`src/rtl/uart_pkg.sv`:
```
// Shared UART receiver definitions: FSM encoding, register map and STATUS bit layout.
package uart_pkg;

    typedef enum logic [2:0] {
        ST_IDLE,
        ST_START,
        ST_DATA,
        ST_PARITY,
        ST_STOP,
        ST_WAIT_IDLE
    } rx_state_t;

    localparam logic [31:0] REG_DATA     = 32'h0000_0000;
    localparam logic [31:0] REG_STATUS   = 32'h0000_0004;
    localparam int unsigned ADDR_SEL_BIT = 2;

    localparam int unsigned STAT_NOT_EMPTY = 0;
    localparam int unsigned STAT_OVR       = 1;
    localparam int unsigned STAT_FERR      = 2;
    localparam int unsigned STAT_PERR      = 3;
    localparam int unsigned STAT_COUNT_LSB = 8;

    // Assemble the STATUS register word; unlisted bits read as zero.
    function automatic logic [31:0] status_word(input logic [7:0] count,
                                                input logic       perr,
                                                input logic       ferr,
                                                input logic       ovr,
                                                input logic       not_empty);
        logic [31:0] w;
        w                       = '0;
        w[STAT_NOT_EMPTY]       = not_empty;
        w[STAT_OVR]             = ovr;
        w[STAT_FERR]            = ferr;
        w[STAT_PERR]            = perr;
        w[STAT_COUNT_LSB +: 8]  = count;
        return w;
    endfunction

endpackage

```
`src/rtl/uart_rx_if.sv`:
```
// picorv32-style memory bus slice seen by the UART receiver (select line plus request/response).
interface uart_rx_if;
    logic        enable;
    logic        mem_valid;
    logic        mem_ready;
    logic        mem_instr;
    logic [31:0] mem_addr;
    logic [3:0]  mem_wstrb;
    logic [31:0] mem_wdata;
    logic [31:0] mem_rdata;

    modport master (
        output enable, mem_valid, mem_instr, mem_addr, mem_wstrb, mem_wdata,
        input  mem_ready, mem_rdata
    );

    modport slave (
        input  enable, mem_valid, mem_instr, mem_addr, mem_wstrb, mem_wdata,
        output mem_ready, mem_rdata
    );
endinterface

```
`src/rtl/sync_fifo.sv`:
```
// Circular-buffer FIFO with first-word fall-through head and occupancy count.
module sync_fifo #(
    parameter int unsigned WIDTH = 8,
    parameter int unsigned DEPTH = 8
) (
    input  logic                     clk,
    input  logic                     rst_n,
    input  logic                     push,
    input  logic                     pop,
    input  logic [WIDTH-1:0]         din,
    output logic [WIDTH-1:0]         dout,
    output logic                     full,
    output logic                     empty,
    output logic [$clog2(DEPTH):0]   count
);
    localparam int unsigned AW = $clog2(DEPTH);
    localparam int unsigned CW = AW + 1;

    logic [WIDTH-1:0] mem [DEPTH];
    logic [AW-1:0]    wr_ptr;
    logic [AW-1:0]    rd_ptr;
    logic             do_push;
    logic             do_pop;

    // A pop frees the slot a same-cycle push needs, so push at full succeeds alongside it.
    assign do_pop  = pop && !empty;
    assign do_push = push && (!full || do_pop);
    assign full    = (count == CW'(DEPTH));
    assign empty   = (count == '0);
    assign dout    = mem[rd_ptr];

    always_ff @(posedge clk) begin
        if (do_push) mem[wr_ptr] <= din;
    end

    always_ff @(posedge clk or negedge rst_n) begin
        if (!rst_n) begin
            wr_ptr <= '0;
            rd_ptr <= '0;
            count  <= '0;
        end else begin
            if (do_push) wr_ptr <= wr_ptr + AW'(1);
            if (do_pop)  rd_ptr <= rd_ptr + AW'(1);
            if (do_push && !do_pop)      count <= count + CW'(1);
            else if (!do_push && do_pop) count <= count - CW'(1);
        end
    end
endmodule

```
`src/rtl/uart_rx.sv`:
```
// Bus-attached 8N1 UART receiver with RX FIFO and DATA/STATUS registers.
// Define UART_RX_PARITY_EN to add an even-parity bit after the data bits.
module uart_rx
    import uart_pkg::*;
#(
    parameter int unsigned CLK_HZ     = 100_000_000,
    parameter int unsigned BAUD       = 115200,
    parameter int unsigned FIFO_DEPTH = 8
) (
    input  logic     clk,
    input  logic     resetn,
    uart_rx_if.slave bus,
    input  logic     serialIn
);
    localparam int unsigned BAUD_DIV = CLK_HZ / BAUD;
    localparam int unsigned CNT_W    = $clog2(BAUD_DIV);
    localparam int unsigned FCNT_W   = $clog2(FIFO_DEPTH) + 1;
    localparam logic [CNT_W-1:0] HALF_RELOAD = CNT_W'(BAUD_DIV / 2 - 1);
    localparam logic [CNT_W-1:0] FULL_RELOAD = CNT_W'(BAUD_DIV - 1);

    logic              sync1, rx;
    rx_state_t         state, state_n;
    logic [CNT_W-1:0]  cnt, cnt_n;
    logic [2:0]        bitcnt, bitcnt_n;
    logic [7:0]        shreg, shreg_n;
    logic              frame_perr, frame_perr_n;
    logic              expired_c;
    logic              push_c, ferr_set_c, perr_set_c;
    logic              ovr, ferr, perr;
    logic [7:0]        fifo_dout;
    logic              fifo_full, fifo_empty;
    logic [FCNT_W-1:0] fifo_count;
    logic              req_c, is_wr_c, sel_status_c, sel_data_c, pop_c, ovr_set_c;
    logic [3:0]        clr_c;
    logic [31:0]       status_c;
    logic              unused_c;

    always_ff @(posedge clk or negedge resetn) begin
        if (!resetn) begin
            sync1 <= 1'b1;
            rx    <= 1'b1;
        end else begin
            sync1 <= serialIn;
            rx    <= sync1;
        end
    end

    always_ff @(posedge clk or negedge resetn) begin
        if (!resetn) begin
            state      <= ST_IDLE;
            cnt        <= '0;
            bitcnt     <= '0;
            shreg      <= '0;
            frame_perr <= 1'b0;
        end else begin
            state      <= state_n;
            cnt        <= cnt_n;
            bitcnt     <= bitcnt_n;
            shreg      <= shreg_n;
            frame_perr <= frame_perr_n;
        end
    end

    assign expired_c = (cnt == '0);

    always_comb begin
        state_n      = state;
        cnt_n        = cnt;
        bitcnt_n     = bitcnt;
        shreg_n      = shreg;
        frame_perr_n = frame_perr;
        push_c       = 1'b0;
        ferr_set_c   = 1'b0;
        perr_set_c   = 1'b0;
        if (!expired_c) cnt_n = cnt - CNT_W'(1);
        case (state)
            // IDLE is only ever entered with rx high, so a low level marks the falling edge.
            ST_IDLE: begin
                if (!rx) begin
                    cnt_n        = HALF_RELOAD;
                    bitcnt_n     = '0;
                    frame_perr_n = 1'b0;
                    state_n      = ST_START;
                end
            end
            ST_START: begin
                if (expired_c) begin
                    if (rx) begin
                        state_n = ST_IDLE;
                    end else begin
                        cnt_n   = FULL_RELOAD;
                        state_n = ST_DATA;
                    end
                end
            end
            ST_DATA: begin
                if (expired_c) begin
                    shreg_n[bitcnt] = rx;
                    cnt_n           = FULL_RELOAD;
                    bitcnt_n        = bitcnt + 3'd1;
                    if (bitcnt == 3'd7) begin
`ifdef UART_RX_PARITY_EN
                        state_n = ST_PARITY;
`else
                        state_n = ST_STOP;
`endif
                    end
                end
            end
`ifdef UART_RX_PARITY_EN
            ST_PARITY: begin
                if (expired_c) begin
                    if ((^shreg) != rx) begin
                        perr_set_c   = 1'b1;
                        frame_perr_n = 1'b1;
                    end
                    cnt_n   = FULL_RELOAD;
                    state_n = ST_STOP;
                end
            end
`endif
            ST_STOP: begin
                if (expired_c) begin
                    if (rx) begin
                        push_c  = !frame_perr;
                        state_n = ST_IDLE;
                    end else begin
                        ferr_set_c = 1'b1;
                        state_n    = ST_WAIT_IDLE;
                    end
                end
            end
            ST_WAIT_IDLE: begin
                if (rx) state_n = ST_IDLE;
            end
            default: state_n = ST_IDLE;
        endcase
    end

    sync_fifo #(.WIDTH(8), .DEPTH(FIFO_DEPTH)) u_fifo (
        .clk   (clk),
        .rst_n (resetn),
        .push  (push_c),
        .pop   (pop_c),
        .din   (shreg),
        .dout  (fifo_dout),
        .full  (fifo_full),
        .empty (fifo_empty),
        .count (fifo_count)
    );

    // Bus decode; the pop lands on the same edge that registers mem_ready and the head byte.
    assign req_c        = bus.enable && bus.mem_valid && !bus.mem_ready;
    assign is_wr_c      = |bus.mem_wstrb;
    assign sel_status_c = (bus.mem_addr[ADDR_SEL_BIT] == REG_STATUS[ADDR_SEL_BIT]);
    assign sel_data_c   = (bus.mem_addr[ADDR_SEL_BIT] == REG_DATA[ADDR_SEL_BIT]);
    assign pop_c        = req_c && !is_wr_c && sel_data_c;
    assign clr_c        = (req_c && is_wr_c && sel_status_c) ? bus.mem_wdata[3:0] : 4'b0;
    assign ovr_set_c    = push_c && fifo_full && !pop_c;
    assign status_c     = status_word(8'(fifo_count), perr, ferr, ovr, !fifo_empty);

    // Sticky flags: a set in the same cycle as a clear wins.
    always_ff @(posedge clk or negedge resetn) begin
        if (!resetn) begin
            ovr  <= 1'b0;
            ferr <= 1'b0;
        end else begin
            ovr  <= (ovr  & ~clr_c[STAT_OVR])  | ovr_set_c;
            ferr <= (ferr & ~clr_c[STAT_FERR]) | ferr_set_c;
        end
    end

`ifdef UART_RX_PARITY_EN
    always_ff @(posedge clk or negedge resetn) begin
        if (!resetn) perr <= 1'b0;
        else         perr <= (perr & ~clr_c[STAT_PERR]) | perr_set_c;
    end
`else
    assign perr = 1'b0;
`endif

    always_ff @(posedge clk or negedge resetn) begin
        if (!resetn) begin
            bus.mem_ready <= 1'b0;
            bus.mem_rdata <= '0;
        end else begin
            bus.mem_ready <= req_c;
            bus.mem_rdata <= '0;
            if (req_c && !is_wr_c) begin
                if (sel_status_c)     bus.mem_rdata <= status_c;
                else if (!fifo_empty) bus.mem_rdata <= {24'h0, fifo_dout};
            end
        end
    end

    assign unused_c = &{1'b0, bus.mem_instr, bus.mem_addr[31:3], bus.mem_addr[1:0],
                        bus.mem_wdata[31:4], clr_c[STAT_NOT_EMPTY], clr_c[STAT_PERR], perr_set_c};
endmodule
```
`src/flat_wrapper.sv`:
```
// flat-port wrapper written by rule: the top's interface ports become plain ports
module uart_rx_flat import uart_pkg::*;
#(
    parameter int unsigned CLK_HZ     = 100_000_000,
    parameter int unsigned BAUD       = 115200,
    parameter int unsigned FIFO_DEPTH = 8
)
  (clk, resetn, serialIn, bus_enable, bus_mem_valid, bus_mem_instr, bus_mem_addr, bus_mem_wstrb, bus_mem_wdata, bus_mem_ready, bus_mem_rdata);
  uart_rx_if bus_i ();
  input  logic clk;
  input  logic resetn;
  input  logic serialIn;
  input wire logic [$bits(bus_i.enable)-1:0] bus_enable;
  input wire logic [$bits(bus_i.mem_valid)-1:0] bus_mem_valid;
  input wire logic [$bits(bus_i.mem_instr)-1:0] bus_mem_instr;
  input wire logic [$bits(bus_i.mem_addr)-1:0] bus_mem_addr;
  input wire logic [$bits(bus_i.mem_wstrb)-1:0] bus_mem_wstrb;
  input wire logic [$bits(bus_i.mem_wdata)-1:0] bus_mem_wdata;
  output wire logic [$bits(bus_i.mem_ready)-1:0] bus_mem_ready;
  output wire logic [$bits(bus_i.mem_rdata)-1:0] bus_mem_rdata;
  assign bus_i.enable = bus_enable;
  assign bus_i.mem_valid = bus_mem_valid;
  assign bus_i.mem_instr = bus_mem_instr;
  assign bus_i.mem_addr = bus_mem_addr;
  assign bus_i.mem_wstrb = bus_mem_wstrb;
  assign bus_i.mem_wdata = bus_mem_wdata;
  assign bus_mem_ready = bus_i.mem_ready;
  assign bus_mem_rdata = bus_i.mem_rdata;
  uart_rx #(.CLK_HZ(CLK_HZ), .BAUD(BAUD), .FIFO_DEPTH(FIFO_DEPTH)) u_core (.clk(clk), .resetn(resetn), .bus(bus_i), .serialIn(serialIn));
endmodule
```
`config.mk`:
```
export PLATFORM = sky130hd
export DESIGN_NAME = uart_rx_flat
export DESIGN_NICKNAME = d
export VERILOG_FILES = /design/src/rtl/uart_pkg.sv /design/src/rtl/uart_rx_if.sv /design/src/rtl/sync_fifo.sv /design/src/rtl/uart_rx.sv /design/src/flat_wrapper.sv
export SDC_FILE = /design/constraint.sdc
export NUM_CORES = 1
export LEC_CHECK = 0
export BUFFER_PORTS_ARGS = -buffer_cell sky130_fd_sc_hd__buf_2
export CORE_MARGIN = 2
export CORE_UTILIZATION = 59
export DETAILED_ROUTE_END_ITERATION = 10
export PLACE_DENSITY_LB_ADDON = 0.05
export SKIP_CTS_REPAIR_TIMING = 1
export SYNTH_ARGS = -nofsm -noshare
export SYNTH_HDL_FRONTEND = slang
export SYNTH_HIERARCHICAL = 1
export SYNTH_SLANG_ARGS = --single-unit
```
`constraint.sdc`:
```
create_clock -name clk -period 5.6 [get_ports clk]
set_input_delay 0.56 -clock clk [delete_from_list [all_inputs] [get_ports clk]]
set_output_delay 0.56 -clock clk [all_outputs]
set_load 0.01 [all_outputs]
```
* Word-level counts from Yosys, hierarchy flattened
Memories as Yosys holds them, arrays and structs flattened. Index checks and enable logic that the tools add are counted.
Operators by class: multiplexer cells 35, equality and inequality tests 12, divide/modulo/power cells 0, magnitude comparators 2, reduce and logical (&&, ||, !) cells 30, bitwise operators 7, shifts and indexed selects 0, multiply operators 0, $add $sub $neg 6
Operators by type and width (number):
- 2-to-1 mux 32 bit | 2
- 2-to-1 mux 10 bit | 5
- 2-to-1 mux 3 bit | 10
- one-hot mux 10 bit (3 select lines) | 1
- one-hot mux 3 bit (5 select lines) | 1
- logical AND 1 bit | 13
- zero test 10 bit | 1
- != test 2 x 1 -> 1 bit, second input constant | 5
- subtractor 10 x 1 -> 10 bit, second input constant | 1
- adder 3 x 1 -> 3 bit, second input constant | 3
- == test 3 bit, second input constant | 3
- 2-to-1 mux 1 bit | 9
- bitwise mux 8 bit | 1
- 2-to-1 mux 4 bit | 2
- 2-to-1 mux 8 bit | 1
- zero test 1 bit | 7
- one-hot mux 3 bit (2 select lines) | 1
- AND reduction 6 bit | 1
- adder 4 x 1 -> 4 bit, second input constant | 1
- == test 4 bit, second input constant | 1
- zero test 4 bit | 1
- less-than comparator 3 x 4 -> 1 bit, second input constant | 1
- nonzero test 2 bit | 2
- OR reduction 4 bit | 1
- other kinds (14) | 18
Storage, ports and cells: bits in latches 0, RAM bits 64, output and inout bits 33, input port bits 74, memories kept 1, bits in read-only memories 0, word-level logic and storage cells 106, bits in registers 71
Memories:
- u_core.u_fifo.mem | depth 8, width 8, read ports 1, clocked after Yosys merged registers in 0, wr ports 1, line sync_fifo.sv:19 | logic [WIDTH-1:0] mem [DEPTH];

* Depth between registers and ports, before layout
Gate-level depths: netlist of run 1.
depth in word-level cells 11, mapped depth 15, depth with buffers taken out 14

* Cells and area by module
Netlist of run 1, hierarchy kept.
Modules (own cells, without submodules):
- sync_fifo | seq. area each 2172.1 µm², cells each 156, area each 3062.9 µm², times used 1
- uart_rx | seq. area each 1028.5 µm², cells each 211, area each 2200.9 µm², times used 1

* Worst setup path before layout of run 1
Ideal clock, no wire load.
kind register to register, start point register u_core.cnt[0], end point register u_core.u_fifo.count[3], setup slack 2.092 ns, buffers on the path 1, arrival 3.377 ns, required time 5.469 ns, clock period less this slack 3.508 ns, setup time 0.131 ns, cell stages (with the launch flop) 16, path through dfrtp_1 inv_1 ha_1 or3b_1 clkbuf_1 nor3_4 inv_4 nor2_1 o21ai_4 inv_2 ha_1 inv_1 ha_1 or4_1 o211ai_1 o211ai_1
On the way: word-level cells in the longest chain between the ends 7, elaborated cells between the ends (all ways) 9, those cells by class 3 x mux; 6 x reduce/logical
RTL lines:
- start, declared | line uart_rx.sv:23 | logic [CNT_W-1:0] cnt, cnt_n;
- start signal, assigned | line uart_rx.sv:57 | cnt <= cnt_n;
- zero test 10 bit (*) | line uart_rx.sv:64 | assign expired_c = (cnt == '0);
- 2-to-1 mux 1 bit (*) | line uart_rx.sv:123 | if (expired_c) begin
- 2-to-1 mux 1 bit (*) | line uart_rx.sv:76 | case (state)
- net u_core.push_c | line uart_rx.sv:28 | logic push_c, ferr_set_c, perr_set_c;
- logical AND 1 bit (*) | line sync_fifo.sv:27 | assign do_push = push && (!full || do_pop);
- net u_core.u_fifo.do_push | line sync_fifo.sv:22 | logic do_push;
- zero test 1 bit | line sync_fifo.sv:45 | else if (!do_push && do_pop) count <= count - CW'(1);
- logical AND 1 bit | line sync_fifo.sv:45
- nonzero test 2 bit (no source line)
- end signal, assigned | line sync_fifo.sv:44 | if (do_push && !do_pop) count <= count + CW'(1);
- end signal, assigned | line sync_fifo.sv:45
- end, declared | line sync_fifo.sv:14 | output logic [$clog2(DEPTH):0] count
The timed path passes the listed nets; every way through them passes the cells marked *. A chain may end at the register's enable or synchronous reset.

* Worst setup path after layout of run 1
Same ends and word-level chain as after synthesis.

==> implementation parameters, run 1 <==
Parameter                              Value

Setup path
  Number of cells on the worst reg-to-reg path    14
  Worst setup EP type    register
  Worst-path cell with the longest stage delay    sky130_fd_sc_hd__or4_1
  Start of the worst register-to-register path    u_core/cnt[0]
  Critical Path Source Type    register
  Critical Path AT    4300 ps
  CP Cell Sequence    inv_1 > ha_1 > or3b_1 > nor3_4 > inv_4 > nor2_1 > o21ai_4 > inv_2 > ha_1 > inv_1 > ha_1 > or4_1 > o211ai_1 > o211ai_1
  Worst path most repeated cell    sky130_fd_sc_hd__ha_1
  CP max FO    10
  CP peak stage delay    520 ps
  CP bufs+invs    4
  Required @ worst endpoint    5980 ps
  Reg2Reg Capture Point    u_core/u_fifo/count[3]
  Worst reg2reg setup slack    1680 ps
  Gate family responsible for the most delay along the worst path    simple AND/OR/NAND/NOR gates
  Setup Crit Path Kind    register to register

Timing
  Transition at the pin with the smallest max-transition slack    868 ps
  Number of endpoints failing setup at the final stage    0
  Tmin final    3920 ps
  Number of hold violations in the final report    0
  Unrepaired setup endpoints after global routing    no
  Highest clock rate    255 MHz
  Final period util    70.0%
  Worst rel slew slack    41.9%
  TNS Setup    0 ps
  Maximum clock skew at final layout    7.75 ps
  Pins Over Slew Limit    0

Min path
  Path type of the worst min-delay path    input pin to register
  Worst Min Path Start    serialIn
  Sink of the worst hold path    u_core/sync1
  Hold Path Cell Cnt    1

Floorplanning
  Effective utilization at floorplan    60.7%
  Chip width    98.5 um
  Core footprint    8680 um^2
  # rows    34
  Height of the die    98.5 um
  Full die area    9690 um^2
  Number of placed I/O pins    107

GRT
  Initial antenna violation count    0
  Wire length of the first global-routing pass    15300 um
  Largest net degree at the start of global routing    44
  Aggregate global routing overflow    0
  Overall track demand over capacity in global routing    20.8%
  Via count of the first global-routing pass    3024

Cells and area
  Share of final-layout standard cells stronger than drive strength 1    27.4%
  Final cell count without fillers    521
  Antenna diode count    0
  Most common cell after layout, fill and taps aside    sky130_fd_sc_hd__edfxtp_1
  Highest-count cells in the layout ignoring fill and taps    sky130_fd_sc_hd__edfxtp_1, sky130_fd_sc_hd__dfrtp_1, sky130_fd_sc_hd__buf_2
  Area growth, synth to finish    13.6%
  Final Net Count    484

Logic synthesis
  Distinct cells, synth    74
  Synthesis-stage register bit count    115
  Sequential-to-total area share from yosys stat    60.8%
  Mean Syn Cell Area    14.3 um^2
  Async set-or-reset flop fraction in the synthesized netlist    44.3%
  Post-synth EDFFs    64
  Most frequently used flop master after synthesis    sky130_fd_sc_hd__edfxtp_1
  Number of instances in the synthesized netlist    367
  Cell area after synthesis    5260 um^2
  Count of warnings emitted by yosys    6

Routing
  DRC viols    0
  Pre-Repair DR Iteration Count    4
  Overall routed net length    9220 um
  Drt via density    5.79
  Overall via count from detail_route    3015
  Iteration-0 DRC count of the detailed router    130
  Routed wire length per instance    17.7 um
  Final ANT Viol Nets    0

Clock tree
  Reg clk slew, reported paths    60 ps
  Clock tree from TritonCTS    done
  CTS Root Buffer Type    sky130_fd_sc_hd__clkbuf_8
  Worst-skew pair later-pin latency    500 ps
  Total CTS buffers    17
  Buffers from clock root to sink, at most    2
  Maximum level of the CTS H-tree    4
  CTS sink cnt    115

Place
  Number of instances in the placed design    488
  Placed wire-length estimate after detailed placement    5980 um
  Count of buffers inserted at the top-level ports    24
  Routability congestion estimate from global placement    0.762

Power
  Static leakage    2.57 nW
  Pwr/cell area    319 nW/um^2
  Peak ir drop on the vdd network    201 uV

Run status
  Result of the run    finished clean

Flow run
  Maximum Capacitance Violations    0
-- cells in the mapped netlist, types with 4 or more instances --
cell	n	area (um^2)
sky130_fd_sc_hd__a21oi_1	6	30.0
sky130_fd_sc_hd__nor3_1	11	55.1
sky130_fd_sc_hd__mux4_2	16	360
sky130_fd_sc_hd__edfxtp_1	64	1920
sky130_fd_sc_hd__nor4_1	6	37.5
sky130_fd_sc_hd__and2_1	6	37.5
sky130_fd_sc_hd__mux2_2	16	180
sky130_fd_sc_hd__o211ai_1	4	30.0
sky130_fd_sc_hd__buf_4	20	150
sky130_fd_sc_hd__nand2_1	17	63.8
sky130_fd_sc_hd__nor2_1	17	63.8
sky130_fd_sc_hd__inv_1	7	26.3
sky130_fd_sc_hd__nand3_1	7	35.0
sky130_fd_sc_hd__o21ai_0	7	35.0
sky130_fd_sc_hd__nand4_1	4	25.0
sky130_fd_sc_hd__dfrtp_1	49	1230
sky130_fd_sc_hd__clkbuf_1	9	33.8
sky130_fd_sc_hd__ha_1	9	113
sky130_fd_sc_hd__xnor2_1	8	70.1
sky130_fd_sc_hd__buf_2	4	20.0
sky130_fd_sc_hd__and3_1	4	25.0
-- power by group --
part | switching (W) | internal [W] | leakage (nW) | total [W]
Clock | 0.000351 | 0.000639 | 0.258 | 0.000990
Combinational | 0.0000185 | 0.00000667 | 0.883 | 0.0000252
Sequential | 0.00000322 | 0.000891 | 1.43 | 0.000894
-- metrics by stage --
stage | utilization (%) | hold slack [ps] | cell area, um^2 | total power (W) | setup slack [ps]
2_1_floorplan | - | 264 | 5340 | 0.000931 | 2090
3_3_place_gp | 62.4 | 348 | 5420 | 0.000935 | 1700
3_5_place_dp | 62.4 | 347 | 5420 | 0.000935 | 1690
4_1_cts | 68.8 | -125 | 5970 | 0.00193 | 1690
5_1_grt | 68.9 | 127 | 5980 | 0.00197 | 1370
6_report | 68.9 | 157 | 5980 | 0.00191 | 1680
-- worst register-to-register path: cells and delay by family (launching register included) --
kind	cells	cell delay, ps
and+or+nand+nor	4	1800
adders and majority gates	3	810
DFF	1	430
buffers and inverters	4	410
AOI/OAI and AO/OA	3	360
-- registers in the layout, indices dropped and copies added, names as in the netlist, 3 cells and up --
| register | flops |
|---|---|
| u_core/u_fifo/mem | 64 |
| u_core/cnt | 10 |
| u_core/u_fifo/wr_ptr | 3 |
| u_core/bus.mem_rdata | 12 |
| u_core/u_fifo/rd_ptr | 3 |
| u_core/state | 3 |
| u_core/u_fifo/count | 4 |
| u_core/bitcnt | 3 |
| u_core/shreg | 8 |
-- routing by layer --
layer / GRT usage, % / share of wire (%) / wire [um] / vias up
li1: - / - / - / 1443
met1: 26.9 / 46 / 4210 / 1505
met2: 34.3 / 50 / 4630 / 51
met3: 5.96 / 2.8 / 257 / 16
met4: 6.64 / 1.4 / 126 / 0
met5: 0 / 0 / 0 / -
-- how the worst max path moves through the flow --
stage / startpoint / slack (ps) / end / cells past startpoint
detailed placement: u_core/cnt[0] / 1690 / u_core/u_fifo/count[3] / 14
CTS: u_core/cnt[0] / 1690 / u_core/u_fifo/count[3] / 14
global route: u_core/cnt[0] / 1370 / u_core/u_fifo/count[3] / 14
floorplan: u_core/cnt[0] / 2090 / u_core/u_fifo/count[3] / 15
finish: u_core/cnt[0] / 1680 / u_core/u_fifo/count[3] / 14
global placement: u_core/cnt[0] / 1700 / u_core/u_fifo/count[3] / 14
-- logic make-up after synthesis --
family | synth area share, %
AO/OA/AOI/OAI | 6.77
XOR/XNOR | 1.50
adder cells (fa/ha/maj) | 2.52
buffers and inverters | 5.06
flip-flops | 60.8
multiplexers | 11.4
other | 0.0712
AND/OR/NAND/NOR | 11.9
-- area by class of cell --
cell class	instances	area, um^2
multi-input combinational	224	1870
clock inverter	10	109
timing repair buffer	32	183
tap	108	135
inverter	10	40.0
clock buffer	22	443
sequential	115	3200
fill	611	2700
No activity file was read; power rests on OpenSTA's default activity.
==> run 2: changes to the inputs <==
--- a/config.mk
+++ b/config.mk
@@ -7,7 +7,7 @@
 export LEC_CHECK = 0
 export BUFFER_PORTS_ARGS = -buffer_cell sky130_fd_sc_hd__buf_2
 export CORE_MARGIN = 2
-export CORE_UTILIZATION = 59
+export CORE_UTILIZATION = 55
 export DETAILED_ROUTE_END_ITERATION = 10
 export PLACE_DENSITY_LB_ADDON = 0.05
 export SKIP_CTS_REPAIR_TIMING = 1
==> constraint.sdc (replaced) <==
create_clock -name clk -period 3.65 [get_ports clk]
set_input_delay 0.365 -clock clk [delete_from_list [all_inputs] [get_ports clk]]
set_output_delay 0.365 -clock clk [all_outputs]
set_load 0.01 [all_outputs]
==> implementation parameters, run 2 (synthesis results as in run 1) <==
Parameter                              Value

Run status
  Result of the run    finished clean

Power
  Peak ir drop on the vdd network    339 uV (+69%)
  Internal power consumption    0.00229 W (+49%)
  Switching power share of the total    22.0% (+2.5 points)
  Final Power    0.00294 W (+54%)
  Clock share of power    52.0% (about the same)
  Static leakage    2.64 nW (+2.7%)
  Flop pwr share    46.5% (-0.3 points)
  Total net switching power    0.000647 W (+74%)
  Pwr/cell area    482 nW/um^2 (+51%)
  Power share of the combinational group    1.5% (+0.2 points)

Timing
  Tmin final    3400 ps (-514 ps)
  Highest clock rate    294 MHz (+15%)
  Worst rel slew slack    35.6% (-6.3 points)
  Number of endpoints failing setup at the final stage    0 (unchanged)
  Transition at the pin with the smallest max-transition slack    966 ps (+98.0 ps)
  Final period util    93.2% (+23 points)
  Maximum clock skew at final layout    9.16 ps (+1.40 ps)
  Number of hold violations in the final report    0 (unchanged)
  Pins Over Slew Limit    0 (unchanged)

Place
  Count of buffers inserted at the top-level ports    24 (unchanged)
  Routability congestion estimate from global placement    0.768 (+0.79%)
  Placed wire-length estimate after detailed placement    6310 um (+5.6%)
  Number of instances in the placed design    521 (+6.8%)

Floorplanning
  Number of placed I/O pins    107 (unchanged)
  Height of the die    102 um (+3.4%)
  Full die area    10400 um^2 (+7.0%)
  Core footprint    9280 um^2 (+7.0%)
  # rows    35 (+2.9%)
  Effective utilization at floorplan    56.7% (-4.0 points)
  Chip width    102 um (+3.4%)

Setup path
  CP peak stage delay    520 ps (about the same)
  Worst path most repeated cell    sky130_fd_sc_hd__ha_1
  CP max FO    6 (-4)
  Critical Path Source Type    register
  Setup Crit Path Kind    register to register
  Required @ worst endpoint    4030 ps (-1950 ps)
  Worst setup EP type    register
  Worst-path cell with the longest stage delay    sky130_fd_sc_hd__or4_1
  CP bufs+invs    4 (unchanged)
  Gate family responsible for the most delay along the worst path    simple AND/OR/NAND/NOR gates
  Critical Path AT    3790 ps (-510 ps)
  CP Cell Sequence    inv_1 > ha_1 > or3b_1 > nor3_4 > inv_4 > nor2_2 > o21ai_4 > inv_2 > ha_1 > inv_1 > ha_1 > or4_1 > o211ai_1 > o211ai_1

GRT
  Aggregate global routing overflow    0 (unchanged)
  Via count of the first global-routing pass    3000 (-0.79%)
  Largest net degree at the start of global routing    41 (-6.8%)
  Wire length of the first global-routing pass    15900 um (+4.2%)
  Initial antenna violation count    0 (unchanged)
  Overall track demand over capacity in global routing    21.0% (+0.20 points)

Clock tree
  Clock tree from TritonCTS    done
  Worst-skew pair later-pin latency    510 ps (about the same)
  Reg clk slew, reported paths    60 ps (about the same)
  CTS sink cnt    115 (unchanged)
  CTS Root Buffer Type    sky130_fd_sc_hd__clkbuf_8
  Maximum level of the CTS H-tree    4 (unchanged)
  Total CTS buffers    17 (unchanged)
  Buffers from clock root to sink, at most    2 (unchanged)

Routing
  Pre-Repair DR Iteration Count    4 (unchanged)
  Drt via density    5.53 (-4.5%)
  Iteration-0 DRC count of the detailed router    137 (+5.4%)
  Final ANT Viol Nets    0 (unchanged)
  DRC viols    0 (unchanged)
  Overall via count from detail_route    3061 (+1.5%)
  Overall routed net length    9680 um (+5.0%)
  Routed wire length per instance    17.5 um (-1.3%)

Cells and area
  Antenna diode count    0 (unchanged)
  Top flop regs    u_core/u_fifo/mem: 64 flops, u_core/bus.mem_rdata: 12 flops, u_core/cnt: 10 flops
  Reg with most FFs    u_core/u_fifo/mem
  Highest-count cells in the layout ignoring fill and taps    sky130_fd_sc_hd__edfxtp_1, sky130_fd_sc_hd__dfrtp_1, sky130_fd_sc_hd__buf_2
  Final cell count without fillers    554 (+6.3%)
  Max reg flops    64 (unchanged)
  Share of final-layout standard cells stronger than drive strength 1    30.8% (+3.5 points)
  Area growth, synth to finish    16.0%
  Most common cell after layout, fill and taps aside    sky130_fd_sc_hd__edfxtp_1
  Final Net Count    496 (+2.5%)

Flow run
  Maximum Capacitance Violations    0 (unchanged)

Min path
  Path type of the worst min-delay path    input pin to async pin
[run 2: changes by cell type in the layout (fill, tap and decap cells not counted), sizes merged]
cell	change
clkbuf	-5
buf	+12
bufinv	-1
inv	+7
clkinvlp	-1
[run 2: layout make-up]
type                    instances  area [um^2]
flip-flops and latches        115         3200
fillers                       682         3180
multi-input cells             224         1870
clock buffers                  17          414
repair buffers                 44          273
well taps                     129          161
clock inverters                15          145
inverters                      10         40.0
[run 2: final timing paths]
check                                 startpoint                      end  slack (ps)  depth (start not counted)
min in group clk                bus_mem_wdata[1]               u_core/ovr         180                          4
max in group asynchronous                 resetn                u_core/rx        2850                          2
worst max-delay path               u_core/cnt[0]   u_core/u_fifo/count[3]         250                         14
worst max register to register     u_core/cnt[0]   u_core/u_fifo/count[3]         250                         14
worst min register to register      u_core/sync1                u_core/rx         360                          0
worst min-delay path                      resetn  u_core/bus.mem_rdata[5]           7                          1
[run 2: power groups by stage]
stage	logic [W]	clock network (W)	registers (W)
floorplan	0.0000362	0	0.00139
global placement	0.0000429	0	0.00139
detailed placement	0.0000431	0	0.00139
CTS	0.0000436	0.00156	0.00137
global route	0.0000505	0.00164	0.00137
finish	0.0000436	0.00153	0.00137
[run 2: routing by layer]
layer / wire, um / track usage [%] / up-vias
li1: - / - / 1463
met1: 4390 / 29.4 / 1520
met2: 4780 / 32.3 / 70
met3: 432 / 5.13 / 8
met4: 77 / 7.69 / 0
met5: 0 / 0 / -
[run 2: through the flow]
step	instance area (um^2)	utilization, %	setup WS (ps)	hold slack, ps	TNS [ps]
global route	6100	65.8	-0.274	71.9	-0.274
CTS	6090	65.6	145	-71.5	0
detailed placement	5530	59.6	170	347	0
global placement	5530	59.6	208	345	0
floorplan	5340	-	142	69.4	0
finish	6100	65.8	247	6.69	0
[run 2: worst reg2reg max path, stage by stage (launching register included)]
cell and delay [ps]:
sky130_fd_sc_hd__dfrtp_1 430, sky130_fd_sc_hd__inv_1 80, sky130_fd_sc_hd__ha_1 190, sky130_fd_sc_hd__or3b_1 440
sky130_fd_sc_hd__nor3_4 270, sky130_fd_sc_hd__inv_4 50, sky130_fd_sc_hd__nor2_2 220, sky130_fd_sc_hd__o21ai_4 100
sky130_fd_sc_hd__inv_2 60, sky130_fd_sc_hd__ha_1 230, sky130_fd_sc_hd__inv_1 130, sky130_fd_sc_hd__ha_1 370
sky130_fd_sc_hd__or4_1 520, sky130_fd_sc_hd__o211ai_1 110, sky130_fd_sc_hd__o211ai_1 100
